**src/rtl/alu_seq_ctrl_if.sv**
```systemverilog
// Front-end bus of the ALU sequencer: request (start/op/operands) and
// completion (busy/done/result/flags). The adder port stays on the module.
interface alu_seq_ctrl_if;
   logic        start;
   logic [1:0]  op;
   logic [7:0]  a;
   logic [7:0]  b;
   logic        busy;
   logic        done;
   logic [15:0] result;
   logic        flg_c;
   logic        flg_v;
   logic        flg_n;
   logic        flg_z;
   logic        div_by_zero;

   modport master (
      output start, op, a, b,
      input  busy, done, result, flg_c, flg_v, flg_n, flg_z, div_by_zero
   );

   modport slave (
      input  start, op, a, b,
      output busy, done, result, flg_c, flg_v, flg_n, flg_z, div_by_zero
   );
endinterface

```
**src/rtl/alu_seq_ctrl.sv**
```systemverilog
// Sequencer time-multiplexing one external 9-bit add/sub unit for ADD, SUB, Booth MUL and
// non-restoring DIV. Optional macro ALU_SAT_EN: saturate ADD/SUB results on signed overflow.
module alu_seq_ctrl #(
   parameter int unsigned WIDTH     = 8,
   parameter logic [7:0]  DIV0_QUOT = 8'hFF
) (
   input  logic             clk,
   input  logic             rst,
   alu_seq_ctrl_if.slave    fe,
   output logic [WIDTH:0]   add_x_o,
   output logic [WIDTH:0]   add_y_o,
   output logic             add_sel_o,
   input  logic [WIDTH:0]   add_z_i
);

   localparam int unsigned AW = WIDTH + 1;
   localparam int unsigned RW = 2 * WIDTH;
   localparam int unsigned CW = 3;

   localparam logic [1:0] OP_MUL = 2'b10;
   localparam logic [1:0] OP_DIV = 2'b11;

   typedef enum logic [2:0] {
      S_IDLE = 3'd0,
      S_LOAD = 3'd1,
      S_ITER = 3'd2,
      S_FIX  = 3'd3,
      S_DONE = 3'd4
   } state_e;

   state_e            state_q, state_d;
   logic [1:0]        op_q, op_d;
   logic [WIDTH-1:0]  a_q, a_d, b_q, b_d;
   logic [AW-1:0]     acc_q, acc_d, m_q, m_d;
   logic [WIDTH-1:0]  q_q, q_d;
   logic              q1_q, q1_d;
   logic [CW-1:0]     cnt_q, cnt_d;
   logic [AW-1:0]     add_x_q, add_x_d, add_y_q, add_y_d;
   logic              add_sel_q, add_sel_d;
   logic [RW-1:0]     res_q, res_d;
   logic              c_q, c_d, v_q, v_d, n_q, n_d, z_q, z_d, dbz_q, dbz_d;
   logic              busy_q, busy_d, done_q, done_d;

   logic [WIDTH-1:0]  sum;
   logic [WIDTH-1:0]  sat_sum;
   logic              vflag;
   logic              fin;

   always_ff @(posedge clk) begin
      if (rst) begin
         state_q   <= S_IDLE;
         op_q      <= '0;
         a_q       <= '0;
         b_q       <= '0;
         acc_q     <= '0;
         m_q       <= '0;
         q_q       <= '0;
         q1_q      <= 1'b0;
         cnt_q     <= '0;
         add_x_q   <= '0;
         add_y_q   <= '0;
         add_sel_q <= 1'b0;
         res_q     <= '0;
         c_q       <= 1'b0;
         v_q       <= 1'b0;
         n_q       <= 1'b0;
         z_q       <= 1'b0;
         dbz_q     <= 1'b0;
         busy_q    <= 1'b0;
         done_q    <= 1'b0;
      end else begin
         state_q   <= state_d;
         op_q      <= op_d;
         a_q       <= a_d;
         b_q       <= b_d;
         acc_q     <= acc_d;
         m_q       <= m_d;
         q_q       <= q_d;
         q1_q      <= q1_d;
         cnt_q     <= cnt_d;
         add_x_q   <= add_x_d;
         add_y_q   <= add_y_d;
         add_sel_q <= add_sel_d;
         res_q     <= res_d;
         c_q       <= c_d;
         v_q       <= v_d;
         n_q       <= n_d;
         z_q       <= z_d;
         dbz_q     <= dbz_d;
         busy_q    <= busy_d;
         done_q    <= done_d;
      end
   end

   always_comb begin
      state_d = state_q;
      op_d    = op_q;
      a_d     = a_q;
      b_d     = b_q;
      acc_d   = acc_q;
      m_d     = m_q;
      q_d     = q_q;
      q1_d    = q1_q;
      cnt_d   = cnt_q;
      res_d   = res_q;
      c_d     = c_q;
      v_d     = v_q;
      n_d     = n_q;
      z_d     = z_q;
      dbz_d   = dbz_q;
      fin     = 1'b0;

      sum   = add_z_i[WIDTH-1:0];
      vflag = (a_q[WIDTH-1] == (b_q[WIDTH-1] ^ op_q[0])) && (sum[WIDTH-1] != a_q[WIDTH-1]);
`ifdef ALU_SAT_EN
      // Overflow direction follows the sign of a: positive a can only overflow upward.
      sat_sum = vflag ? (a_q[WIDTH-1] ? 8'h80 : 8'h7F) : sum;
`else
      sat_sum = sum;
`endif

      case (state_q)
         S_IDLE: begin
            if (fe.start) begin
               op_d    = fe.op;
               a_d     = fe.a;
               b_d     = fe.b;
               state_d = S_LOAD;
            end
         end
         S_LOAD: begin
            acc_d   = '0;
            q1_d    = 1'b0;
            cnt_d   = CW'(WIDTH - 1);
            state_d = S_ITER;
            case (op_q)
               OP_MUL: begin
                  q_d = b_q;
                  m_d = {a_q[WIDTH-1], a_q};
               end
               OP_DIV: begin
                  q_d = a_q;
                  m_d = {1'b0, b_q};
                  if (b_q == '0) begin
                     state_d = S_DONE;
                     fin     = 1'b1;
                     res_d   = {a_q, DIV0_QUOT};
                     c_d     = 1'b0;
                     v_d     = 1'b0;
                     n_d     = 1'b0;
                     dbz_d   = 1'b1;
                  end
               end
               default: cnt_d = '0;
            endcase
         end
         S_ITER: begin
            cnt_d = cnt_q - CW'(1);
            case (op_q)
               OP_MUL: begin
                  // Arithmetic shift right of {A,Q,q_1} applied to the fresh adder sum.
                  acc_d = {add_z_i[AW-1], add_z_i[AW-1:1]};
                  q_d   = {add_z_i[0], q_q[WIDTH-1:1]};
                  q1_d  = q_q[0];
                  if (cnt_q == '0) begin
                     state_d = S_DONE;
                     fin     = 1'b1;
                     res_d   = {acc_d[WIDTH-1:0], q_d};
                     c_d     = 1'b0;
                     v_d     = 1'b0;
                     n_d     = res_d[RW-1];
                     dbz_d   = 1'b0;
                  end
               end
               OP_DIV: begin
                  acc_d = add_z_i;
                  q_d   = {q_q[WIDTH-2:0], ~add_z_i[AW-1]};
                  if (cnt_q == '0) begin
                     state_d = S_FIX;
                  end
               end
               default: begin
                  state_d = S_DONE;
                  fin     = 1'b1;
                  res_d   = {8'h00, sat_sum};
                  c_d     = add_z_i[WIDTH];
                  v_d     = vflag;
                  n_d     = sat_sum[WIDTH-1];
                  dbz_d   = 1'b0;
               end
            endcase
         end
         S_FIX: begin
            acc_d   = add_z_i;
            state_d = S_DONE;
            fin     = 1'b1;
            res_d   = {acc_d[WIDTH-1:0], q_q};
            c_d     = 1'b0;
            v_d     = 1'b0;
            n_d     = 1'b0;
            dbz_d   = 1'b0;
         end
         S_DONE: state_d = S_IDLE;
         default: state_d = S_IDLE;
      endcase

      if (fin) begin
         z_d = (res_d == '0);
      end
   end

   // Adder operands for the cycle being entered, derived from the post-update datapath.
   always_comb begin
      add_x_d   = '0;
      add_y_d   = '0;
      add_sel_d = 1'b0;
      if (state_d == S_ITER) begin
         case (op_q)
            OP_MUL: begin
               add_x_d   = acc_d;
               add_y_d   = (q_d[0] ^ q1_d) ? m_d : '0;
               add_sel_d = q_d[0] & ~q1_d;
            end
            OP_DIV: begin
               add_x_d   = {acc_d[WIDTH-1:0], q_d[WIDTH-1]};
               add_y_d   = m_d;
               add_sel_d = ~acc_d[AW-1];
            end
            default: begin
               add_x_d   = {1'b0, a_q};
               add_y_d   = {1'b0, b_q};
               add_sel_d = op_q[0];
            end
         endcase
      end else if (state_d == S_FIX) begin
         add_x_d = acc_d;
         add_y_d = acc_d[AW-1] ? m_d : '0;
      end
      busy_d = (state_d == S_LOAD) || (state_d == S_ITER) || (state_d == S_FIX);
      done_d = (state_d == S_DONE);
   end

   assign fe.busy        = busy_q;
   assign fe.done        = done_q;
   assign fe.result      = res_q;
   assign fe.flg_c       = c_q;
   assign fe.flg_v       = v_q;
   assign fe.flg_n       = n_q;
   assign fe.flg_z       = z_q;
   assign fe.div_by_zero = dbz_q;
   assign add_x_o        = add_x_q;
   assign add_y_o        = add_y_q;
   assign add_sel_o      = add_sel_q;

endmodule

```
**src/flat_wrapper.sv**
```systemverilog
// flat-port wrapper written by rule: the top's interface ports become plain ports
module alu_seq_ctrl_flat 
#(
   parameter int unsigned WIDTH     = 8,
   parameter logic [7:0]  DIV0_QUOT = 8'hFF
)
  (clk, rst, add_x_o, add_y_o, add_sel_o, add_z_i, fe_start, fe_op, fe_a, fe_b, fe_busy, fe_done, fe_result, fe_flg_c, fe_flg_v, fe_flg_n, fe_flg_z, fe_div_by_zero);
  alu_seq_ctrl_if fe_i ();
  input  logic clk;
  input  logic rst;
  output logic [WIDTH:0] add_x_o;
  output logic [WIDTH:0] add_y_o;
  output logic add_sel_o;
  input  logic [WIDTH:0] add_z_i;
  input wire logic [$bits(fe_i.start)-1:0] fe_start;
  input wire logic [$bits(fe_i.op)-1:0] fe_op;
  input wire logic [$bits(fe_i.a)-1:0] fe_a;
  input wire logic [$bits(fe_i.b)-1:0] fe_b;
  output wire logic [$bits(fe_i.busy)-1:0] fe_busy;
  output wire logic [$bits(fe_i.done)-1:0] fe_done;
  output wire logic [$bits(fe_i.result)-1:0] fe_result;
  output wire logic [$bits(fe_i.flg_c)-1:0] fe_flg_c;
  output wire logic [$bits(fe_i.flg_v)-1:0] fe_flg_v;
  output wire logic [$bits(fe_i.flg_n)-1:0] fe_flg_n;
  output wire logic [$bits(fe_i.flg_z)-1:0] fe_flg_z;
  output wire logic [$bits(fe_i.div_by_zero)-1:0] fe_div_by_zero;
  assign fe_i.start = fe_start;
  assign fe_i.op = fe_op;
  assign fe_i.a = fe_a;
  assign fe_i.b = fe_b;
  assign fe_busy = fe_i.busy;
  assign fe_done = fe_i.done;
  assign fe_result = fe_i.result;
  assign fe_flg_c = fe_i.flg_c;
  assign fe_flg_v = fe_i.flg_v;
  assign fe_flg_n = fe_i.flg_n;
  assign fe_flg_z = fe_i.flg_z;
  assign fe_div_by_zero = fe_i.div_by_zero;
  alu_seq_ctrl #(.WIDTH(WIDTH), .DIV0_QUOT(DIV0_QUOT)) u_core (.clk(clk), .rst(rst), .fe(fe_i), .add_x_o(add_x_o), .add_y_o(add_y_o), .add_sel_o(add_sel_o), .add_z_i(add_z_i));
endmodule
```
**config.mk**
```make
export PLATFORM = sky130hd
export DESIGN_NAME = alu_seq_ctrl_flat
export DESIGN_NICKNAME = d
export VERILOG_FILES = /design/src/rtl/alu_seq_ctrl_if.sv /design/src/rtl/alu_seq_ctrl.sv /design/src/flat_wrapper.sv
export SDC_FILE = /design/constraint.sdc
export NUM_CORES = 1
export LEC_CHECK = 0
export CAP_MARGIN = 20
export CELL_PAD_IN_SITES_DETAIL_PLACEMENT = 0
export CELL_PAD_IN_SITES_GLOBAL_PLACEMENT = 1
export CORE_ASPECT_RATIO = 0.75
export CORE_UTILIZATION = 40
export DETAILED_ROUTE_END_ITERATION = 12
export GPL_ROUTABILITY_DRIVEN = 0
export PLACE_DENSITY_LB_ADDON = 0.12
export SYNTH_ARGS = -nofsm -noshare
export SYNTH_HDL_FRONTEND = slang
export SYNTH_SLANG_ARGS = --single-unit
```
**constraint.sdc**
```tcl
create_clock -name clk -period 3.5 [get_ports clk]
set_input_delay 0.7 -clock clk [delete_from_list [all_inputs] [get_ports clk]]
set_output_delay 0.7 -clock clk [all_outputs]
set_load 0.01 [all_outputs]
```
## Word level (Yosys, flattened, before mapping)

Cells that the tools add are included.

- Mux-type cells: 51
- $add $sub $neg: 1
- Bitwise gates (word level): 7
- Reductions and logical operators: 14
- Eq/ne operators: 17

Operators with widths:

| kind | number |
|---|---|
| case mux 9 bit (2 select lines) | 4 |
| two-way mux 9 bit | 7 |
| two-way mux 16 bit | 3 |
| case mux 16 bit (3 select lines) | 1 |
| case mux 8 bit (2 select lines) | 3 |
| case mux 16 bit (2 select lines) | 1 |
| case mux 9 bit (3 select lines) | 1 |
| two-way mux 3 bit | 6 |
| logical NOT 16 bit | 1 |
| case mux 1 bit (3 select lines) | 5 |
| case mux 1 bit (2 select lines) | 7 |
| equality test 3 x 2 -> 1 bit, second input constant | 4 |
| case mux 3 bit (2 select lines) | 2 |
| case mux 3 bit (4 select lines) | 1 |
| two-way mux 1 bit | 10 |
| logical NOT 8 bit | 1 |
| equality test 3 x 1 -> 1 bit, second input constant | 2 |
| logical NOT 3 bit | 2 |
| != test 3 x 1 -> 1 bit, second input constant | 2 |
| AND reduction 5 bit | 1 |
| equality test 2 bit, second input constant | 2 |
| != test 2 x 1 -> 1 bit, second input constant | 2 |
| NOT 1 bit | 4 |
| OR reduction 2 bit | 2 |
| other kinds (14) | 16 |

- Input port bits: 30
- Register bits: 93
- Word-level logic and storage cells: 111

## Longest topological paths before layout

Gate-level depths: netlist of run 1.

- Word-level depth: 7
- Depth in mapped cells: 12
- Gate-level depth less buffers: 10

## Least setup slack after synthesis of run 1

No wires, ideal clock.

- Path kind: register to register
- From: reg u_core.op_q[0]
- To: reg u_core.add_y_q[2], in the netlist u_core.add_y_o[2]
- Period minus slack after synthesis: 2.738 ns
- Setup time: 0.061 ns
- Arrival time: 2.677 ns
- Required time: 3.439 ns
- Slack: 0.762 ns
- Stages on the path, launching flop included: 13
- Path through: dfxtp_1 -> clkbuf_1 -> buf_2 -> buf_2 -> nor2_1 -> nor2_1 -> o21a_1 -> a21oi_1 -> ha_1 -> inv_1 -> o21ai_0 -> o41ai_2 -> a22o_1

- Cells in the longest elaborated chain, start to end: 7
- Elaborated cells between the ends (all ways): 22

Ends and longest elaborated chain:

| element | RTL line | source |
|---|---|---|
| start: declaration | alu_seq_ctrl.sv:32 | `logic [1:0] op_q, op_d;` |
| start signal: assignment | alu_seq_ctrl.sv:73 | `op_q <= op_d;` |
| equality test 2 bit | alu_seq_ctrl.sv:136, alu_seq_ctrl.sv:159, alu_seq_ctrl.sv:218 |  |
| case mux 8 bit (2 select lines), or another cell as far along | alu_seq_ctrl.sv:159 | `case (op_q)` |
| case mux 8 bit (2 select lines) / case mux 1 bit (2 select lines) (equally long branches) | alu_seq_ctrl.sv:122 | `case (state_q)` |
| bitwise XOR 1 bit | alu_seq_ctrl.sv:221 | `add_y_d = (q_d[0] ^ q1_d) ? m_d : '0;` |
| two-way mux 9 bit | alu_seq_ctrl.sv:221 |  |
| case mux 9 bit (2 select lines) | alu_seq_ctrl.sv:218 | `case (op_q)` |
| two-way mux 9 bit (*) | alu_seq_ctrl.sv:217 | `if (state_d == S_ITER) begin` |
| end signal: assignment | alu_seq_ctrl.sv:82 | `add_y_q <= add_y_d;` |
| end: declaration | alu_seq_ctrl.sv:38 | `logic [AW-1:0] add_x_q, add_x_d, add_y_q, add_y_d;` |

Every way passes the cells marked *; elsewhere a longest branch is shown, timed or not.
A chain may end at the register's enable or synchronous reset.

## Worst setup path after layout of run 1

- From: reg u_core.state_q[0]
- To: reg u_core.add_y_q[7], in the netlist u_core.add_y_o[7]

- Cells in the longest elaborated chain, start to end: 6
- Elaborated cells between the ends (all ways): 21

Ends and longest elaborated chain:

| element | RTL line | source |
|---|---|---|
| start: declaration | alu_seq_ctrl.sv:31 | `state_e state_q, state_d;` |
| start signal: assignment | alu_seq_ctrl.sv:72 | `state_q <= state_d;` |
| two-way mux 3 bit, or another cell as far along | alu_seq_ctrl.sv:178 | `if (cnt_q == '0) begin` |
| case mux 3 bit (2 select lines), or another cell as far along | alu_seq_ctrl.sv:159 |  |
| case mux 3 bit (4 select lines) / bitwise XOR 1 bit (equally long branches) | alu_seq_ctrl.sv:122, alu_seq_ctrl.sv:221 |  |
| equality test 3 x 2 -> 1 bit / two-way mux 9 bit (equally long branches) | alu_seq_ctrl.sv:235, alu_seq_ctrl.sv:221 |  |
| two-way mux 9 bit / case mux 9 bit (2 select lines) (equally long branches) | alu_seq_ctrl.sv:235, alu_seq_ctrl.sv:218 |  |
| two-way mux 9 bit (*) | alu_seq_ctrl.sv:217 |  |

Marked as above.

==> results by group, run 1 <==
Global routing
  • Total GRT Usage: 26.1%
  • GRT busiest layer: met2
  • Largest net degree at the start of global routing: 42
  • Met2 global-route usage: 38.6%
  • GR Layer Usage met1: 37.2%
  • Initial antenna violation count: 0
  • Global route total overflow: 0
  • First-pass GRT wire length: 23400 µm
  • Number of global-route vias before repair: 4047
  • Met3 usage: 7.20%

Detailed routing
  • WL/cell: 19.9 µm
  • First DRT Iteration DRCs: 328
  • Drt pass-1 iters: 5
  • WL final: 15100 µm
  • Drt drc: 0
  • Via count: 4467
  • Antenna viol nets, final: 0
  • Vias/cell: 5.88

Timing
  • Slew headroom: 46.2%
  • Final TNS setup: 0 ps
  • Worst slew pin tran: 805 ps
  • Clock skew: 7.64 ps
  • Final period util: 85.7%
  • RSZ-0062 raised after global routing: false
  • Period minus WS final: 3000 ps
  • Final setup vio count: 0
  • Final slew viol count: 0
  • Fin. Hold Viols: 0
  • Fmax: 333 MHz

Critical path
  • CP max-delay cell: nor4b_1
  • CP Buf/Inv Count: 1
  • CP top delay family: simple AND/OR/NAND/NOR gates
  • Most used cell, CP: nand2b_1
  • Crit start category: flip-flop
  • Worst path required time: 3780 ps
  • Setup crit end kind: flip-flop
  • Arrival @ worst endpoint: 3280 ps
  • Cell Chain, Critical Path: nor3b_1, buf_4, nand2_1, nor4b_1, nand2b_1, nand2b_1, o21ai_0, a22o_1
  • Worst Path Max Fanout: 17
  • Crit path largest cell delay: 770 ps
  • WS Path Type: reg2reg

Final layout
  • Area grow syn2layout: 24.6%
  • Layout cells sized above 1: 8.71%
  • # diodes: 0
  • Nets: 648
  • Final std cells w/o fill: 760

Floorplan
  • Die Y: 94.8 µm
  • Die Area: 11900 µm²
  • Num rows: 33
  • Die width: 126 µm
  • Initial Util: 41.5%
  • Ports: 72
  • Core area: 11100 µm²

Logic synthesis
  • Async S/R FF share, synth: 0%
  • Synthesized net count: 589
  • EDFF count, synth: 0
  • Share of the yosys chip area belonging to registers: 40.5%
  • Dominant cell type by area after synthesis: dfxtp_1
  • Post-synthesis cell area: 4590 µm²
  • Synth Flop Type: dfxtp_1
  • Top cell type's share of synthesized area: 40.5%
  • Synthesis warning total: 0
  • FF+latch count, synth: 93
  • Mapped Cells: 556
  • Mapped Avg Cell Area: 8.26 µm²
  • Synth unique cells: 59
  • Top post-synthesis cells by area: dfxtp_1 41%, mux2i_1 8.3%, nand2_1 7.0%, a21oi_1 5.4%, nor2_1 5.4%

Run status
  • Status: complete, no violations

Clocking
  • CTS Root Cell: clkbuf_16
  • Hold_buf cts: 0
  • Longest Clk Path Bufs: 2
  • Clock Latency Late Sink: 340 ps
  • Reg clk slew, reported paths: 60 ps
  • H-tree depth: 3
  • Setup repair bufs after CTS: 0
  • Clock sink count: 93
  • PostCTS Resize Cnt: 0
  • CTS buffer count: 9
  • CTS tree: done

Run
  • Max-capacitance violation count: 0

Pwr
  • VDD IR max: 220 µV
  • Power Density: 434 nW/µm²
  • Lkg Pwr: 2.02 nW
  • Pwr Total: 0.00249 W

Placed design
  • I/O Buffers: 71
  • DP Cell Count: 744
  • HPWL Detailed: 10800 µm

Worst hold path
  • Worst Hold Class: reg2reg
[through the flow]
stage	utilization [%]	cell area [µm²]	hold WS [ps]	worst slack, ps
2_1_floorplan	-	4590	434	762
3_3_place_gp	49.3	5460	445	582
3_5_place_dp	49.3	5460	454	568
4_1_cts	51.7	5720	469	547
5_1_grt	51.7	5720	499	223
6_report	51.7	5720	465	499
[worst paths after layout]
| kind | start | slack (ps) | to | depth (start not counted) |
|---|---|---|---|---|
| max | u_core.state_q[0] | 500 | u_core.add_y_o[7] | 8 |
| min | u_core.fe.flg_c | 470 | u_core.fe.flg_c | 2 |
| max reg2reg | u_core.state_q[0] | 500 | u_core.add_y_o[7] | 8 |
| min reg2reg | u_core.fe.flg_c | 470 | u_core.fe.flg_c | 2 |
[synth_stat cells, drive strengths merged, types with 5 or more instances]
cell,instances
a2111oi,5
a211oi,13
a21oi,50
a221oi,8
a22o,12
buf,10
clkbuf,31
dfxtp,93
inv,6
mux2i,38
nand2,86
nand2b,5
nand3,9
nor2,67
nor2b,12
nor3,6
o21ai,19
o221ai,7
o22ai,20
[flip-flops by register name (all words and copies together) (netlist names)]
register / flops
u_core.fe.flg_c: 1
u_core.a_q: 8
u_core.m_q: 9
u_core.q1_q: 1
u_core.b_q: 8
u_core.state_q: 3
u_core.fe.flg_z: 1
u_core.fe.result: 16
u_core.op_q: 2
u_core.add_x_o: 9
u_core.acc_q: 9
u_core.fe.done: 1
u_core.cnt_q: 3
u_core.add_y_o: 9
u_core.fe.flg_n: 1
u_core.q_q: 8
u_core.add_sel_o: 1
u_core.fe.flg_v: 1
u_core.fe.busy: 1
u_core.fe.div_by_zero: 1
[cells in the final DEF, fill, tap and decap left out, drive strengths merged, types with 4 or more instances in the layout]
cell / instances
and2: 4
nor3b: 4
clkdlybuf4s50: 70
clkbuf: 10
nor2b: 12
clkinv: 5
a2111oi: 5
buf: 19
nor2: 67
mux2i: 38
a22o: 12
nand3: 9
o221ai: 7
nand2b: 5
nor3: 6
a21oi: 50
o21ai: 19
inv: 7
a221oi: 8
a211oi: 13
o22ai: 20
dfxtp: 93
nand2: 86
[tightest hold or removal path, cell delays in order (launching register included)]
cell	delay, ps
dfxtp_1	310
nand2_1	60
a21oi_1	50
[where the power goes]
| part | switching (W) | internal, W | leakage, nW |
|---|---|---|---|
| combinational | 0.000240 | 0.000181 | 1.13 |
| clock | 0.000413 | 0.000481 | 0.136 |
| sequential | 0.0000721 | 0.00110 | 0.755 |
[cells by family after synthesis]
group                    Yosys count  share of synthesized area [%]
AO/OA/AOI/OAI                    159                           23.5
XOR/XNOR                           1                          0.191
adder cells (fa/ha/maj)            3                          0.817
buffers and inverters             47                           4.03
flip-flops                        93                           40.5
multiplexers                      41                           9.01
AND/OR/NAND/NOR                  212                           21.9
[layer usage]
| metal | share of wire, % | up-vias |
|---|---|---|
| li1 | - | 2129 |
| met1 | 48 | 2099 |
| met2 | 41 | 218 |
| met3 | 9.2 | 21 |
| met4 | 1.7 | 0 |
| met5 | 0 | - |
[area by class of cell]
| cell class | count | area (µm²) |
|---|---|---|
| multi-input combinational | 416 | 2560 |
| timing repair buffer | 89 | 841 |
| clock buffer | 10 | 229 |
| fill | 1087 | 5340 |
| tap | 140 | 175 |
| clock inverter | 6 | 37.5 |
| sequential | 93 | 1860 |
| inverter | 6 | 22.5 |
No activity file was read; power rests on OpenSTA's default activity.
==> run 2: changes to the inputs <==
CORE_ASPECT_RATIO = 1.2   (was 0.75)
==> results by group, run 2 (synthesized netlist as in run 1, its figures left out) <==
Critical path
  • WS Path Type: reg2reg
  • Reg-to-reg startpoint: u_core.state_q[2]
  • CP startpoint: u_core.state_q[2]
  • Arrival @ worst endpoint: 3140 ps
  • Setup crit end kind: flip-flop
  • Crit Reg-Reg Endpoint: u_core.add_y_o[5]
  • Worst path required time: 3780 ps
  • Crit start category: flip-flop
  • R2R depth: 9
  • Worst Path Max Fanout: 12
  • Reg2Reg Setup Slack: 640 ps

Detailed routing
  • Drt pass-1 iters: 5
  • First DRT Iteration DRCs: 362
  • WL/cell: 19.4 µm
  • WL final: 15000 µm
  • Drt drc: 0
  • Via count: 4424
  • Antenna viol nets, final: 0
  • Vias/cell: 5.72

Timing
  • Clock skew: 6.00 ps
  • Final slew viol count: 0
  • WHS: 462 ps
  • Setup slack after layout: 645 ps
  • Slew headroom: 46.8%
  • Worst slew pin tran: 797 ps
  • Final TNS setup: 0 ps
  • Fin. Hold Viols: 0
  • Fmax: 350 MHz
  • Final period util: 81.6%
  • RSZ-0062 raised after global routing: false
  • Period minus WS final: 2860 ps
  • Final setup vio count: 0

Worst hold path
  • Min-Delay Startpoint: u_core.fe.flg_c
  • WHS Endpoint: u_core.fe.flg_c
  • Hold depth: 2
  • Worst Hold Class: reg2reg

Floorplan
  • Die Y: 119 µm
  • Core area: 11100 µm²
  • Die Area: 11900 µm²
  • Initial Util: 41.4%
  • Ports: 72
  • Num rows: 42
  • Die width: 99.8 µm

Final layout
  • Storage cell area: 1860 µm²
  • Number of fill cells: 1082
  • Area grow syn2layout: 27.0%
  • # diodes: 0
  • Layout cells sized above 1: 8.87%
  • Most frequent cells in the layout: 92 x dfxtp_1, 86 x nand2_1, 70 x clkdlybuf4s50_1, 66 x nor2_1, 50 x a21oi_1
  • Number of flip-flops in the largest register: 16
  • Nets: 648
  • Commonest non-fill, non-tap cell in the layout: dfxtp_1
  • Multi-input gate area: 2560 µm²

Clocking
  • Reg clk slew, reported paths: 70 ps
  • CTS buffer count: 9
  • PostCTS Resize Cnt: 0
  • Clock sink count: 93
  • Clock Latency Late Sink: 340 ps
  • CTS tree: done
  • Longest Clk Path Bufs: 2
  • H-tree depth: 3
  • CTS Root Cell: clkbuf_16
  • Hold_buf cts: 0
  • Setup repair bufs after CTS: 0

Global routing
  • First-pass GRT wire length: 24000 µm
  • Total GRT Usage: 26.6%
  • Global route total overflow: 0
  • Number of global-route vias before repair: 4271
  • Initial antenna violation count: 0
  • Largest net degree at the start of global routing: 41

Pwr
  • Lkg Pwr: 2.05 nW
  • VDD IR max: 313 µV
  • Power Density: 471 nW/µm²

Placed design
  • HPWL Detailed: 10400 µm
  • I/O Buffers: 71
  • Setup slack at placement: 578 ps

Run
  • Max-capacitance violation count: 0

Run status
  • Status: complete, no violations
-- run 2: cell count changes in the layout (fill, tap and decap cells not counted), sizes merged --
cell and change:
bufinv +3, clkinv -3
-- run 2: per-layer routing --
layer  vias up  global-route usage, %  routed length (µm)
li1       2127                      -                   -
met1      2110                   34.9                6550
met2       151                   42.0                7010
met3        36                   4.28                 799
met4         0                   13.5                 636
met5         -                      0                   0
-- run 2: final cells by class --
class	instances	area share [%]
inverter	6	0.386
sequential	93	31.9
clock buffer	10	4.10
multi-input combinational	416	43.8
timing repair buffer	89	14.4
tap	154	3.30
clock inverter	6	2.04
-- run 2: through the flow --
step / instance area (µm²) / utilization, % / std cells / power [W]
3_3_place_gp: 5480 / 49.4 / 758 / 0.00160
4_1_cts: 5830 / 52.6 / 774 / 0.00276
3_5_place_dp: 5480 / 49.4 / 758 / 0.00161
6_report: 5830 / 52.6 / 774 / 0.00274
5_1_grt: 5830 / 52.6 / 774 / 0.00285
2_1_floorplan: 4590 / - / 556 / 0.00143
-- run 2: where the power goes --
part	switching, W	total [W]	leakage, nW	internal [W]
Clock	0.000432	0.00116	0.175	0.000725
Sequential	0.0000677	0.00117	0.755	0.00110
Combinational	0.000240	0.000420	1.12	0.000180
Total	0.000740	0.00274	2.05	0.00200
-- run 2: how the worst max path moves through the flow --
stage	endpoint	slack (ps)	cells past startpoint
floorplan	u_core.add_y_o[2]	760	12
global placement	u_core.add_y_o[3]	580	11
detailed placement	u_core.add_y_o[2]	580	11
CTS	u_core.add_y_o[6]	710	9
global route	u_core.add_y_o[6]	450	9
finish	u_core.add_y_o[5]	640	9
-- run 2: critical path, cell delays in order, from the launching register on --
cell and delay [ps]:
dfxtp_1 410, or3b_2 640, nor2_1 450, a21oi_1 170, ha_1 310, inv_1 50, o21ai_0 100, o41ai_2 320
buf_4 210, a22o_1 140
==> run 3: changes to the inputs <==
clock period = 2.8 ns   (was 3.5 ns; I/O delays follow)
==> results by group, run 3 (synthesized netlist as in run 1, its figures left out) <==
Critical path
  • Arrival @ worst endpoint: 2930 ps
  • CP top delay family: compound AO/OA/AOI/OAI gates
  • Worst path required time: 3090 ps
  • CP Buf/Inv Count: 4
  • Cell Chain, Critical Path: buf_4, nor3b_1, buf_4, nor2_1, o21a_1, a21oi_1, ha_1, inv_1, o21ai_0, o41ai_2, buf_4, a22o_1
  • Most used cell, CP: buf_4
  • Setup crit end kind: flip-flop
  • WS Path Type: reg2reg
  • Crit start category: flip-flop
  • CP max-delay cell: dfxtp_1
  • Crit path largest cell delay: 370 ps
  • Worst Path Max Fanout: 15

Timing
  • WHS: 469 ps
  • Fin. Hold Viols: 0
  • Final setup vio count: 0
  • Slew headroom: 46.6%
  • Final period util: 94.1%
  • Final TNS setup: 0 ps
  • Fmax: 380 MHz
  • RSZ-0062 raised after global routing: false
  • Clock skew: 5.04 ps
  • Worst slew pin tran: 800 ps
  • Final slew viol count: 0
  • Period minus WS final: 2630 ps

Pwr
  • Reg power frac: 45.8%
  • Comb power frac: 17.5%
  • Sw Pwr: 0.000944 W
  • Power Density: 539 nW/µm²
  • Pwr Total: 0.00316 W
  • Lkg Pwr: 2.09 nW
  • Clock share of power: 36.7%
  • Pint: 0.00222 W
  • Switching Share: 29.8%
  • VDD IR max: 273 µV

Global routing
  • Total GRT Usage: 26.8%
  • Largest net degree at the start of global routing: 39
  • Number of global-route vias before repair: 4364
  • Global route total overflow: 0
  • Initial antenna violation count: 0
  • First-pass GRT wire length: 24100 µm

Detailed routing
  • WL final: 15200 µm
  • Drt drc: 0
  • Via count: 4499
  • Antenna viol nets, final: 0
  • First DRT Iteration DRCs: 347
  • Vias/cell: 5.70
  • Drt pass-1 iters: 5
  • WL/cell: 19.3 µm

Clocking
  • Clock Latency Late Sink: 350 ps
  • Setup repair bufs after CTS: 0
  • CTS buffer count: 9
  • H-tree depth: 3
  • Longest Clk Path Bufs: 2
  • Reg clk slew, reported paths: 70 ps
  • CTS Root Cell: clkbuf_16
  • CTS tree: done
  • Clock sink count: 93

Floorplan
  • Ports: 72
  • Num rows: 42
  • Initial Util: 41.4%
  • Core area: 11100 µm²
  • Die Area: 11900 µm²
  • Die width: 99.8 µm
  • Die Y: 119 µm

Final layout
  • Layout cells sized above 1: 11.2%
  • Area grow syn2layout: 27.7%
  • Most frequent cells in the layout: 92 x dfxtp_1, 86 x nand2_1, 70 x clkdlybuf4s50_1, 66 x nor2_1, 50 x a21oi_1
  • Nets: 663
  • Commonest non-fill, non-tap cell in the layout: dfxtp_1
  • Number of flip-flops in the largest register: 16
  • Final core utilization: 52.9%
  • Number of fill cells: 1096
  • # diodes: 0
  • Final Cell Area: 5870 µm²

Run
  • Max-capacitance violation count: 0

Run status
  • Status: complete, no violations

Worst hold path
  • Worst Hold Class: reg2reg

Placed design
  • I/O Buffers: 71
  • HPWL Detailed: 10900 µm
  • Placed Area: 5590 µm²
## run 3: changes by cell type in the layout (fill, tap and decap cells not counted), sizes merged
cell,previous run,this run
buf,19,34
clkinv,2,3
bufinv,3,0
clkinvlp,0,1
clkbuf,10,9
inv,7,9
## run 3: final cells by class
cell class,count,area (µm²),area share [%]
repair buffers,104,953,16.2
multi-input cells,416,2560,43.7
clock inverters,7,48.8,0.832
flip-flops and latches,93,1860,31.7
clock buffers,9,225,3.84
well taps,154,193,3.28
inverters,6,22.5,0.384
## run 3: through the flow
stage / worst slack (ps) / cells
4_1_cts: 188 / 789
6_report: 165 / 789
2_1_floorplan: 62.3 / 556
3_5_place_dp: 42.4 / 773
3_3_place_gp: 58.0 / 773
5_1_grt: 19.8 / 789
## run 3: power groups by stage
stage                     clock (W)  combinational (W)  sequential, W
final                       0.00116           0.000554        0.00145
after global routing        0.00123           0.000602        0.00145
after CTS                   0.00118           0.000553        0.00145
after detailed placement          0           0.000549        0.00148
after global placement            0           0.000546        0.00148
after floorplan                   0           0.000339        0.00145
## run 3: layer usage
layer	part of all wire, %	GRT usage (%)
met1	45	35.7
met2	47	43.0
met3	5.3	4.52
met4	2.3	10.4
met5	0	0
## run 3: repair_timing
item | in CTS | in global routing
resized for setup | 0 | 1
hold buffers | 0 | 0
endpoints found under the setup margin | 0 | 1
## run 3: tightest hold or removal path, cell delays in order, from the launching register on
cell     delay [ps]
dfxtp_1         320
nand2_1          50
a21oi_1          50
## run 3: path summary, 6_finish.rpt
check	to	cells after the start	from	slack, ps
setup reg to reg	u_core.add_y_o[6]	12	u_core.state_q[1]	170
hold / removal	u_core.fe.flg_c	2	u_core.fe.flg_c	470
setup / recovery	u_core.add_y_o[6]	12	u_core.state_q[1]	170
hold reg to reg	u_core.fe.flg_c	2	u_core.fe.flg_c	470
